[src/rtl/regs_pkg.sv]
// Shared register-file definitions.
// Holds address/data widths, the hard-wired zero register index, the
// register address type and the reset value of the global pointer (GP),
// which the register file itself also uses.
package regs_pkg;
  localparam int REG_AW = 5;
  localparam int REG_DW = 32;

  typedef logic [REG_AW-1:0] reg_addr_t;

  localparam reg_addr_t   REG_ZERO = 5'd0;
  localparam logic [31:0] GP_INIT  = 32'h1000_8000;
endpackage

[src/rtl/regs_wb_sched_rr_arbiter.sv]
// Round-robin arbiter with a last-grant pointer.
// Ports:
//   clk, rst_n : clock, async active-low reset
//   req        : per-requester request vector
//   advance    : a grant was taken this cycle; move pointer to the granted index
//   grant      : combinational one-hot grant, search starts at last+1 mod N
module rr_arbiter #(
  parameter int N = 3
) (
  input  logic         clk,
  input  logic         rst_n,
  input  logic [N-1:0] req,
  input  logic         advance,
  output logic [N-1:0] grant
);
  localparam int IW = (N > 1) ? $clog2(N) : 1;

  logic [IW-1:0] last;
  logic [IW-1:0] gidx;
  logic          found;
  int            idx;

  always_comb begin
    grant = '0;
    gidx  = last;
    found = 1'b0;
    idx   = 0;
    for (int k = 1; k <= N; k++) begin
      idx = int'(last) + k;
      if (idx >= N) idx = idx - N;
      if (!found && req[idx]) begin
        found      = 1'b1;
        grant[idx] = 1'b1;
        gidx       = IW'(idx);
      end
    end
  end

  // Reset to N-1 so that index 0 is searched first.
  always_ff @(posedge clk or negedge rst_n) begin
    if (!rst_n)       last <= IW'(N-1);
    else if (advance) last <= gidx;
  end
endmodule

[src/rtl/regs_wb_sched.sv]
// Write-back scheduler for the register file.
// Shares the single register-file write port among NREQ write-back sources
// with a round-robin arbiter, and keeps a per-register busy scoreboard so
// issue logic can stall on RAW/WAW hazards.
// Ports:
//   clk, rst_n            : clock, async active-low reset
//   iss_valid/iss_rw      : issuing instruction and its destination
//   rs, rt                : issuing instruction's sources
//   hazard                : any of rs/rt/iss_rw busy (combinational)
//   req_valid/rw/din      : per-source write-back requests (flattened)
//   req_ready             : one-hot grant (combinational)
//   we, rw, din           : registered register-file write port
//   busy                  : registered scoreboard vector
module regs_wb_sched
  import regs_pkg::*;
#(
  parameter int NREQ = 3,
  parameter int AW   = REG_AW,
  parameter int DW   = REG_DW
) (
  input  logic               clk,
  input  logic               rst_n,
  input  logic               iss_valid,
  input  logic [AW-1:0]      iss_rw,
  input  logic [AW-1:0]      rs,
  input  logic [AW-1:0]      rt,
  output logic               hazard,
  input  logic [NREQ-1:0]    req_valid,
  input  logic [NREQ*AW-1:0] req_rw,
  input  logic [NREQ*DW-1:0] req_din,
  output logic [NREQ-1:0]    req_ready,
  output logic               we,
  output logic [AW-1:0]      rw,
  output logic [DW-1:0]      din,
  output logic [2**AW-1:0]   busy
);
  logic          xfer;
  logic [AW-1:0] sel_rw;
  logic [DW-1:0] sel_din;
  logic          iss_set;
  logic [2**AW-1:0] busy_nxt;

  rr_arbiter #(.N(NREQ)) u_arb (
    .clk     (clk),
    .rst_n   (rst_n),
    .req     (req_valid),
    .advance (xfer),
    .grant   (req_ready)
  );

  // Grant is only ever given to a valid source, so any grant is a transfer.
  assign xfer = |(req_valid & req_ready);

  // One-hot mux of the granted source's address/data.
  always_comb begin
    sel_rw  = '0;
    sel_din = '0;
    for (int i = 0; i < NREQ; i++) begin
      if (req_ready[i]) begin
        sel_rw  = sel_rw  | req_rw[i*AW +: AW];
        sel_din = sel_din | req_din[i*DW +: DW];
      end
    end
  end

  always_ff @(posedge clk or negedge rst_n) begin
    if (!rst_n) begin
      we  <= 1'b0;
      rw  <= '0;
      din <= '0;
    end else if (xfer) begin
      // Writes to the zero register handshake but never reach the file.
      we  <= (sel_rw != '0);
      rw  <= sel_rw;
      din <= sel_din;
    end else begin
      we  <= 1'b0;
    end
  end

  assign hazard  = busy[rs] | busy[rt] | busy[iss_rw];
  assign iss_set = iss_valid & ~hazard & (iss_rw != '0);

  // Clear first so a same-index set takes precedence.
  always_comb begin
    busy_nxt = busy;
    if (we)      busy_nxt[rw]     = 1'b0;
    if (iss_set) busy_nxt[iss_rw] = 1'b1;
    busy_nxt[0] = 1'b0;
  end

  always_ff @(posedge clk or negedge rst_n) begin
    if (!rst_n) busy <= '0;
    else        busy <= busy_nxt;
  end
endmodule

[config.mk]
export PLATFORM = sky130hd
export DESIGN_NAME = regs_wb_sched
export DESIGN_NICKNAME = d
export VERILOG_FILES = /design/src/rtl/regs_pkg.sv /design/src/rtl/regs_wb_sched_rr_arbiter.sv /design/src/rtl/regs_wb_sched.sv
export SDC_FILE = /design/constraint.sdc
export NUM_CORES = 1
export LEC_CHECK = 0
export ABC_AREA = 1
export BUFFER_PORTS_ARGS = -buffer_cell sky130_fd_sc_hd__buf_2
export CAP_MARGIN = 20
export CORE_MARGIN = 4
export CORE_UTILIZATION = 45
export CTS_CLUSTER_DIAMETER = 100
export DETAILED_ROUTE_END_ITERATION = 6
export HOLD_SLACK_MARGIN = 0.03
export PLACE_DENSITY = 0.75
export SYNTH_ARGS = -nofsm -noshare
export SYNTH_HDL_FRONTEND = slang
export SYNTH_HIERARCHICAL = 1
export SYNTH_SLANG_ARGS = --single-unit
[constraint.sdc]
create_clock -name clk -period 3.6 [get_ports clk]
set_clock_uncertainty 0.05 [all_clocks]
set_input_delay 0.18 -clock clk [delete_from_list [all_inputs] [get_ports clk]]
set_output_delay 0.18 -clock clk [all_outputs]
set_load 0.01 [all_outputs]
# --- Word level (Yosys, flattened, before mapping) ---
# Index checks and enable logic that the tools add are counted.
# W data, S select, Z words.
op_classes:
  n_addsub: 6
  n_lt_le_gt_ge: 15
  muxes: 45
  n_bitwise: 15
  n_reduce_logical: 14
op_table:
  columns: ["operator", "n"]
  rows:
  - ["$mux W32", 8]
  - ["$ge A32 B1 Y1 const B", 3]
  - ["$ge A32 B3 Y1 const B", 3]
  - ["$lt A32 B4 Y1 const B", 3]
  - ["$or A32 B32 Y32", 3]
  - ["$sub A32 B3 Y32 const B", 3]
  - ["$and A32 B32 Y32", 1]
  - ["$not A32 Y32", 1]
  - ["$lt A5 B6 Y1 const B", 4]
  - ["$mux W1", 17]
  - ["$bmux W1 S5", 3]
  - ["$mux W5", 3]
  - ["$demux W1 S5", 2]
  - ["$ge A5 B1 Y1 const B", 2]
  - ["$or A5 B5 Y5", 2]
  - ["$reduce_bool A5 Y1", 2]
  - ["$mux W3", 3]
  - ["$logic_and A1 B1 Y1", 7]
  - ["$add A2 B2 Y3 const B", 2]
  - ["$bmux W1 S2", 3]
  - ["$demux W1 S2", 3]
  - ["$mux W2", 3]
  - ["$or A3 B3 Y3", 2]
  - ["$add A2 B1 Y3 const B", 1]
  - ["other kinds (8)", 11]
word_totals:
  reg_bits: 71
  in_bits: 132
  elab_cells: 100

# --- Depth between registers and ports, before layout ---
# Gate-level depths: netlist of run 1.
depth:
  word_depth: 20
  mapped_depth: 19
  depth_no_buf: 17

# --- Modules after synthesis ---
# Netlist of run 1, hierarchy kept.
modules_own_cells:
  columns: ["mod", "instances", "cells_each", "area_each_um2", "seq_area_each_um2"]
  rows:
  - ["regs_wb_sched", 1, 691, 4628.2, 1726.7]
  - ["rr_arbiter", 1, 69, 431.7, 51.3]

# --- Worst setup path before layout of run 1 ---
# OpenSTA, ideal clock, no wires.
synth_path:
  kind: "flip-flop to flip-flop"
  startpoint: "reg u_arb.last[1]"
  endpoint: "reg u_arb.last[0]"
  setup_time_ps: 117
  arrival_time_ps: 2900
  t_required_ps: 3433
  setup_slack_ps: 533
  path_stages_with_launch: 20
  path_buffers: 3
  cell_sequence: "dfstp_2 inv_1 ha_1 buf_6 nand2_2 nand2_2 nand2_2 nand2_4 nor2_4 nand2_1 o211ai_1 nand2_1 nand3_1 clkbuf_1 clkbuf_1 inv_1 nor2_2 nand2_1 nor2_1 nor2_1"
synth_via:
  elab_chain_cells: 16
synth_lines:
  columns: ["element", "line_no", "text"]
  rows:
  - ["start, declared", "regs_wb_sched_rr_arbiter.sv:18", "logic [IW-1:0] last;"]
  - ["start signal, assigned", "regs_wb_sched_rr_arbiter.sv:41", "if (!rst_n) last <= IW'(N-1);"]
  - ["start signal, assigned", "regs_wb_sched_rr_arbiter.sv:42", "else if (advance) last <= gidx;"]
  - ["parallel branches: the longest is 12 deep, another holds $sub A32 B3 Y32", null, null]
  - ["$mux W3 (*)", "regs_wb_sched_rr_arbiter.sv:31", "if (!found && req[idx]) begin"]
  - ["via req_ready[2]", "regs_wb_sched.sv:31", "output logic [NREQ-1:0] req_ready,"]
  - ["$and A3 B3 Y3 (*)", "regs_wb_sched.sv:52", "assign xfer = |(req_valid & req_ready);"]
  - ["$reduce_or A3 Y1 (*)", "regs_wb_sched.sv:52", null]
  - ["via xfer", "regs_wb_sched.sv:37", "logic xfer;"]
  - ["$reduce_and A2 Y1 (no line) (*)", null, null]
# Mark *: on every way through the listed nets, which the timed path passes. The select of a mux whose other input is x is not followed.
# A chain may end at the register's enable or synchronous reset.

# --- Worst setup path in the final report of run 1 ---
layout_path:
  startpoint: "reg u_arb.last[1]"
  endpoint: "out req_ready[1]"
layout_via:
  elab_chain_cells: 13
layout_lines:
  columns: ["element", "line_no"]
  rows:
  - ["parallel branches: the longest is 12 deep, another holds $sub A32 B3 Y32", null]
  - ["$mux W3 (*)", "regs_wb_sched_rr_arbiter.sv:31"]
  - ["end, declared", "regs_wb_sched.sv:31"]
# Mark *: on every way between the ends. The select of a mux whose other input is x is not followed.

==> out/results.ini, run 1 <==
[routing]
wl_per_cell_um = 15.8
routed_wl_um = 17100
drt_iter0_markers = 529
drtPass1Iterations = 5
antenna_left = 0
detail_route.vias_per_cell = 5.38
num_vias = 5840
drc = 0

[synthesis]
synth_seq_cells = 71
synth_commonest_cells = 253 x nand2_1, 79 x nor2_1, 78 x nand3_1, 70 x dfrtp_1, 69 x inv_1
synth_area_per_cell_um2 = 6.66
yosys_warnings = 6
ys_seq_area_share_pct = 35.1
synth_top_area_cell = dfrtp_1
synthCells = 760
async_reset_ff_share_pct = 100
netlist_area_um2 = 5060
syn_nets = 897
synth_top_area_share_pct = 34.6
synth_edf_count = 0
synth_area_leaders = dfrtp_1 35%, nand2_1 19%, nand3_1 7.7%
ys.flop_type = dfrtp_1
synth_cell_types = 35
synth.most_common_cell = nand2_1

[sta]
worstMarginPinSlew_ns = 0.931
fin_crit_ns = 3.19
max_freq_mhz = 314
slew_violations = 0
hold_violations = 0
rsz0062_at_grt = no
hold_ws_ns = 0.0755
setup_viol = 0
period_share_pct = 88.5
max_slew_margin_pct = 37.9
setup_tns_ns = 0

[floorplanning]
initial_core_util_pct = 46.3
die_area_um2 = 13000
core_um2 = 10900
die_h_um = 114
io_pins = 206
rows = 38
die_w_um = 114

[cts]
cts_made_buffers = 9
clockBufferDepth = 2
cts_tree = built
cts_sinks = 71
htree_levels = 3
ctsRootBufferMaster = clkbuf_16
cts_resized = 0
clk_pin_slew_worst_paths_ns = 0.06
cts_setup_buffers = 0
clkLatencyLatePin_ns = 0.33

[layout]
postLayoutCellArea_um2 = 6400
drive_above_1_share_pct = 26.8
multi_input_area_um2 = 2740
fin_cells = 1086
finalCoreUtilization_pct = 58.5
nets = 1078
regArea_um2 = 1780
nFillCells = 1084
area_delta_synth_final_pct = 26.5
n_antenna_cell = 0

[placement]
postPlaceCellArea_um2 = 6070
detailed_place_hpwl_um = 13000
dp.cells = 1069
io_buffer_count = 204
routabilityCongestion = 0.926

[global_route]
grt_pass1_vias = 5516
track_usage_pct = 26.3
overflow = 0
grt_pass1_wl_um = 27500
grt_max_degree = 72
antenna_found_initial = 0

[worst_setup_path]
crit_fanout = 38
worst_setup_path_start_kind = flip-flop
crit_required_ns = 3.37
cp.arrival_ns = 2.96
cp-end-kind = primary output
worstSetupPathType = reg2out
rr_startpoint = u_arb/last[1]$_DFFE_PN1P_
crit_start = u_arb/last[1]$_DFFE_PN1P_

[status]
outcome = complete, no violations

[worst_hold_path]
hold_path.startpoint = req_din[9]
min_path_type = in2reg

[power]
power.density_nw_per_um2 = 973
ir_drop_mv = 0.864
leakagePower_nw = 3.16

[run]
drv_cap = 0

[sequential cells by signal, summed over array words and instances (netlist names)]
signal	cells
din	32
busy	31
u_arb/last	2
rw	5
we	1
[what timing repair did]
item / CTS / global route
setup endpoints to repair: 0 / 0
hold endpoints to repair: 70 / 0
hold buffers: 1 / 0
[where the power goes]
group          switching [mW]  internal [mW]
logic                    2.38           1.33
registers               0.326           1.23
clock network           0.342          0.626
total                    3.05           3.18
[logic make-up (layout without fill, tap and decap cells)]
kind of cell,count (synthesis),count (layout),share of synthesized area (%)
AND/OR/NAND/NOR,468,468,40.0
flip-flops,71,71,35.1
XOR/XNOR,1,1,0.173
other,1,1,0.0741
AO/OA/AOI/OAI,95,95,12.5
buffers and inverters,119,305,10.9
adder cells (fa/ha/maj),5,5,1.24
[metal layers]
layer	GRT usage, %	wire [µm]	vias to the layer above
met4	8.39	422	0
met5	0	0	-
met1	32.7	6840	2657
met3	7.21	1530	33
met2	44.2	8350	281
li1	-	-	2869
[path summary, 6_finish.rpt]
| path | depth (start not counted) | slack, ns | endpoint |
|---|---|---|---|
| max | 12 | 0.41 | req_ready[1] |
| min | 3 | 0.08 | din[9]$_DFFE_PN0P_ |
| max reg2reg | 14 | 0.56 | we$_DFF_PN0_ |
| min reg2reg | 2 | 0.45 | u_arb/last[1]$_DFFE_PN1P_ |
| max in group asynchronous | 2 | 2.44 | rw[4]$_DFFE_PN0P_ |
| min in group asynchronous | 2 | 0.46 | busy[29]$_DFF_PN0_ |
[layout by cell type, fill, tap and decap left out, types with 2 or more instances in the layout]
cell type / n
nor2_4: 3
clkinv_2: 2
a41oi_1: 32
buf_2: 203
nand3_1: 77
o21ai_0: 38
buf_4: 7
dfrtp_1: 70
inv_2: 6
nand3_2: 3
ha_1: 5
nor2_1: 79
nor3_1: 7
o211ai_1: 4
nor2_2: 4
a21boi_0: 2
inv_1: 69
bufinv_16: 2
nand4_1: 32
a21oi_1: 9
nand2_2: 7
clkbuf_16: 9
o22ai_1: 3
nand2_1: 253
a22oi_1: 5
[through the flow]
step | worst slack, ns | power (mW)
finish | 0.415 | 6.23
detailed placement | 0.599 | 5.28
CTS | 0.412 | 6.26
global route | 0.157 | 6.82
global placement | 0.680 | 5.23
floorplan | 0.533 | 4.10
[area by class of cell]
class | count | share of cell area [%]
Inverter | 77 | 4.53
Tap cell | 140 | 2.74
Multi-Input combinational cell | 570 | 42.7
Sequential cell | 71 | 27.8
Clock inverter | 5 | 1.27
Timing Repair Buffer | 212 | 17.2
Clock buffer | 11 | 3.79
[worst max-delay path, stage by stage, from the launching register on]
cell and delay [ns]:
dfstp_2 0.55, inv_1 0.08, ha_1 0.51, inv_1 0.13, nand2_1 0.09, nand2_2 0.06, nand2_2 0.08, nand2_4 0.09
nor3_2 0.23, nand2_1 0.07, o211ai_1 0.11, buf_4 0.41, buf_2 0.22
Power figures use the tool's default switching activity.
==> run 2, diff against run 1 <==
--- a/config.mk
+++ b/config.mk
@@ -10,10 +10,12 @@
 export CAP_MARGIN = 20
 export CORE_MARGIN = 4
 export CORE_UTILIZATION = 45
+export CTS_BUF_LIST = sky130_fd_sc_hd__clkbuf_8
 export CTS_CLUSTER_DIAMETER = 100
 export DETAILED_ROUTE_END_ITERATION = 6
 export HOLD_SLACK_MARGIN = 0.03
 export PLACE_DENSITY = 0.75
+export SLEW_MARGIN = 30
 export SYNTH_ARGS = -nofsm -noshare
 export SYNTH_HDL_FRONTEND = slang
 export SYNTH_HIERARCHICAL = 1
==> run 2 against run 1 <==
  * Worst hold slack lost 0.020 ns
  * Setup slack worse by 0.0060 ns
  * First-iteration DRC count shrank 5.9%
  * Cell count unchanged
  * Utilization down 0.89 points
  * Clock power shrank 26%
  * Non-clock buffer count stayed put
  * Fmax down 0.19%
  * Die area unchanged
  * Critical path depth stayed put
  * Global-route usage fell by 0.15 points
==> out/results.ini, run 2 (synthesized netlist as in run 1, its figures left out) <==
[placement]
routabilityCongestion = 0.926  ; unchanged
detailed_place_hpwl_um = 13000  ; unchanged
io_buffer_count = 204  ; unchanged
place_ws_ns = 0.599  ; unchanged
dp.cells = 1069  ; unchanged
postPlaceCellArea_um2 = 6070  ; unchanged

[power]
leakagePower_nw = 3.11  ; -1.3%
ir_drop_mv = 0.819  ; -5.2%
power.density_nw_per_um2 = 948  ; -2.6%

[routing]
routed_wl_um = 17000  ; -0.62%
num_vias = 5785  ; -0.94%
antenna_left = 0  ; unchanged
detail_route.vias_per_cell = 5.33  ; -0.94%
drt_iter0_markers = 498  ; -5.9%
wl_per_cell_um = 15.7  ; -0.62%
drc = 0  ; unchanged
drtPass1Iterations = 5  ; unchanged

[layout]
postLayoutCellArea_um2 = 6300  ; -1.5%
area_delta_synth_final_pct = 24.6
nets = 1078  ; unchanged
multi_input_area_um2 = 2740  ; unchanged
n_antenna_cell = 0  ; unchanged
largest_reg_flops = 32  ; unchanged
fin_cells = 1086  ; unchanged
regArea_um2 = 1780  ; unchanged
drive_above_1_share_pct = 26.8  ; unchanged
final_common_cell = nand2_1
nFillCells = 1092  ; +0.74%
finalCoreUtilization_pct = 57.6  ; -0.89 points
reg_top3 = din x32, busy x31, rw x5
final_cell_mix = 253 x nand2_1, 203 x buf_2, 79 x nor2_1
regMostFlops = din

[cts]
cts_resized = 0  ; unchanged
clockBufferDepth = 2  ; unchanged
cts_tree = built
htree_levels = 3  ; unchanged
cts_sinks = 71  ; unchanged
ctsRootBufferMaster = clkbuf_8
clkLatencyLatePin_ns = 0.35  ; +0.02 ns
clk_pin_slew_worst_paths_ns = 0.08  ; +0.02 ns
cts_made_buffers = 9  ; unchanged

[worst_setup_path]
cp_slowest_cell = dfstp_2
crit_family = buffers and inverters
worst_setup_path_start_kind = flip-flop
crit_required_ns = 3.37  ; about the same
crit_fanout = 38  ; unchanged
regToRegSetupSlack_ns = 0.58  ; +0.02 ns
critPathBufInv = 4  ; unchanged
path_cells = inv_1 > ha_1 > inv_1 > nand2_1 > nand2_2 > nand2_2 > nand2_4 > nor2_4 > nand2_1 > o211ai_1 > buf_4 > buf_2
crit_start = u_arb/last[1]$_DFFE_PN1P_
worstSetupPathType = reg2out
reg2reg_depth = 14  ; unchanged
critPathMaxStageDelay_ns = 0.56  ; about the same
rr_startpoint = u_arb/last[1]$_DFFE_PN1P_
rr_endpoint = we$_DFF_PN0_
cp.arrival_ns = 2.96  ; about the same
cp-end-kind = primary output

[sta]
worstMarginPinSlew_ns = 0.926  ; -0.00455 ns
period_share_pct = 88.6  ; +0.17 points
slew_violations = 0  ; unchanged
finalWorstSetupSlack_ns = 0.409  ; -0.00597 ns
setup_tns_ns = 0  ; unchanged
setup_viol = 0  ; unchanged
max_slew_margin_pct = 38.2  ; +0.30 points
fin_crit_ns = 3.19  ; +0.00597 ns
hold_violations = 0  ; unchanged
max_freq_mhz = 313  ; -0.19%
rsz0062_at_grt = no

[global_route]
met2_usage_pct = 43.8  ; -0.35 points
grt.busiest_layer = met2
track_usage_pct = 26.1  ; -0.15 points
overflow = 0  ; unchanged
antenna_found_initial = 0  ; unchanged
grt_max_degree = 72  ; unchanged
grt_pass1_wl_um = 27400  ; -0.43%
grtUsageMet3_pct = 6.26  ; -0.95 points
grtUsageMet1_pct = 32.7  ; -0.034 points
grt_pass1_vias = 5493  ; -0.42%

[floorplanning]
initial_core_util_pct = 46.3  ; unchanged
io_pins = 206  ; unchanged
die_area_um2 = 13000  ; unchanged
die_h_um = 114  ; unchanged
die_w_um = 114  ; unchanged
core_um2 = 10900  ; unchanged
rows = 38  ; unchanged

[status]
outcome = complete, no violations

[run]
drv_cap = 0  ; unchanged

[worst_hold_path]
holdPathStages = 3  ; unchanged
hold_path.startpoint = req_din[9]
hold_end = din[9]$_DFFE_PN0P_
min_path_type = in2reg

[run 2: changes by cell type in the layout (fill, tap and decap cells not counted)]
cell       change
buf_4          -1
buf_6          +1
clkbuf_1       -1
clkbuf_16      -9
clkbuf_8       +9
inv_1          +1
[run 2: area by class of cell]
cell class,instances,share of cell area [%]
clock buffers,10,2.18
clock inverters,6,1.35
inverters,77,4.60
multi-input cells,570,43.4
flip-flops and latches,71,28.2
well taps,140,2.78
repair buffers,212,17.5
[run 2: worst max-delay path by stage]
stage / endpoint / depth (start not counted)
after floorplan: u_arb/last[0]$_DFFE_PN0P_ / 19
after global placement: we$_DFF_PN0_ / 14
after detailed placement: we$_DFF_PN0_ / 14
after CTS: req_ready[2] / 12
after global routing: req_ready[2] / 12
final: req_ready[2] / 12
[run 2: worst register-to-register path, cell delays in order, from the launching register on]
cell and delay [ns]:
dfstp_2 0.56, inv_1 0.08, ha_1 0.52, inv_1 0.13, nand2_1 0.09, nand2_2 0.06
nand2_2 0.08, nand2_4 0.09, nor3_2 0.21, nand2_1 0.07, o211ai_1 0.11, buf_4 0.41
a22oi_1 0.13, a21boi_0 0.17, a21boi_0 0.21
[run 2: per-layer routing]
metal / wire (µm) / vias to the layer above / share of wire [%]
li1: - / 2868 / -
met1: 6740 / 2632 / 40
met2: 8410 / 254 / 49
met3: 1470 / 31 / 8.6
met4: 403 / 0 / 2.4
met5: 0 / - / 0
[run 2: repair_timing]
action,4_1_cts,5_1_grt
hold buffers,1,0
hold endpoints to repair,70,0
buffers inserted,0,0
[run 2: per-stage QoR]
stage	hold WS, ns	power, mW
3_3_place_gp	0.309	5.23
5_1_grt	0.0504	6.56
3_5_place_dp	0.313	5.28
2_1_floorplan	-0.166	4.10
4_1_cts	0.0453	6.00
6_report	0.0558	5.97
[run 2: report_power, final]
group / internal [mW] / switching, mW
combinational: 1.33 / 2.38
clock: 0.407 / 0.311
sequential: 1.23 / 0.324
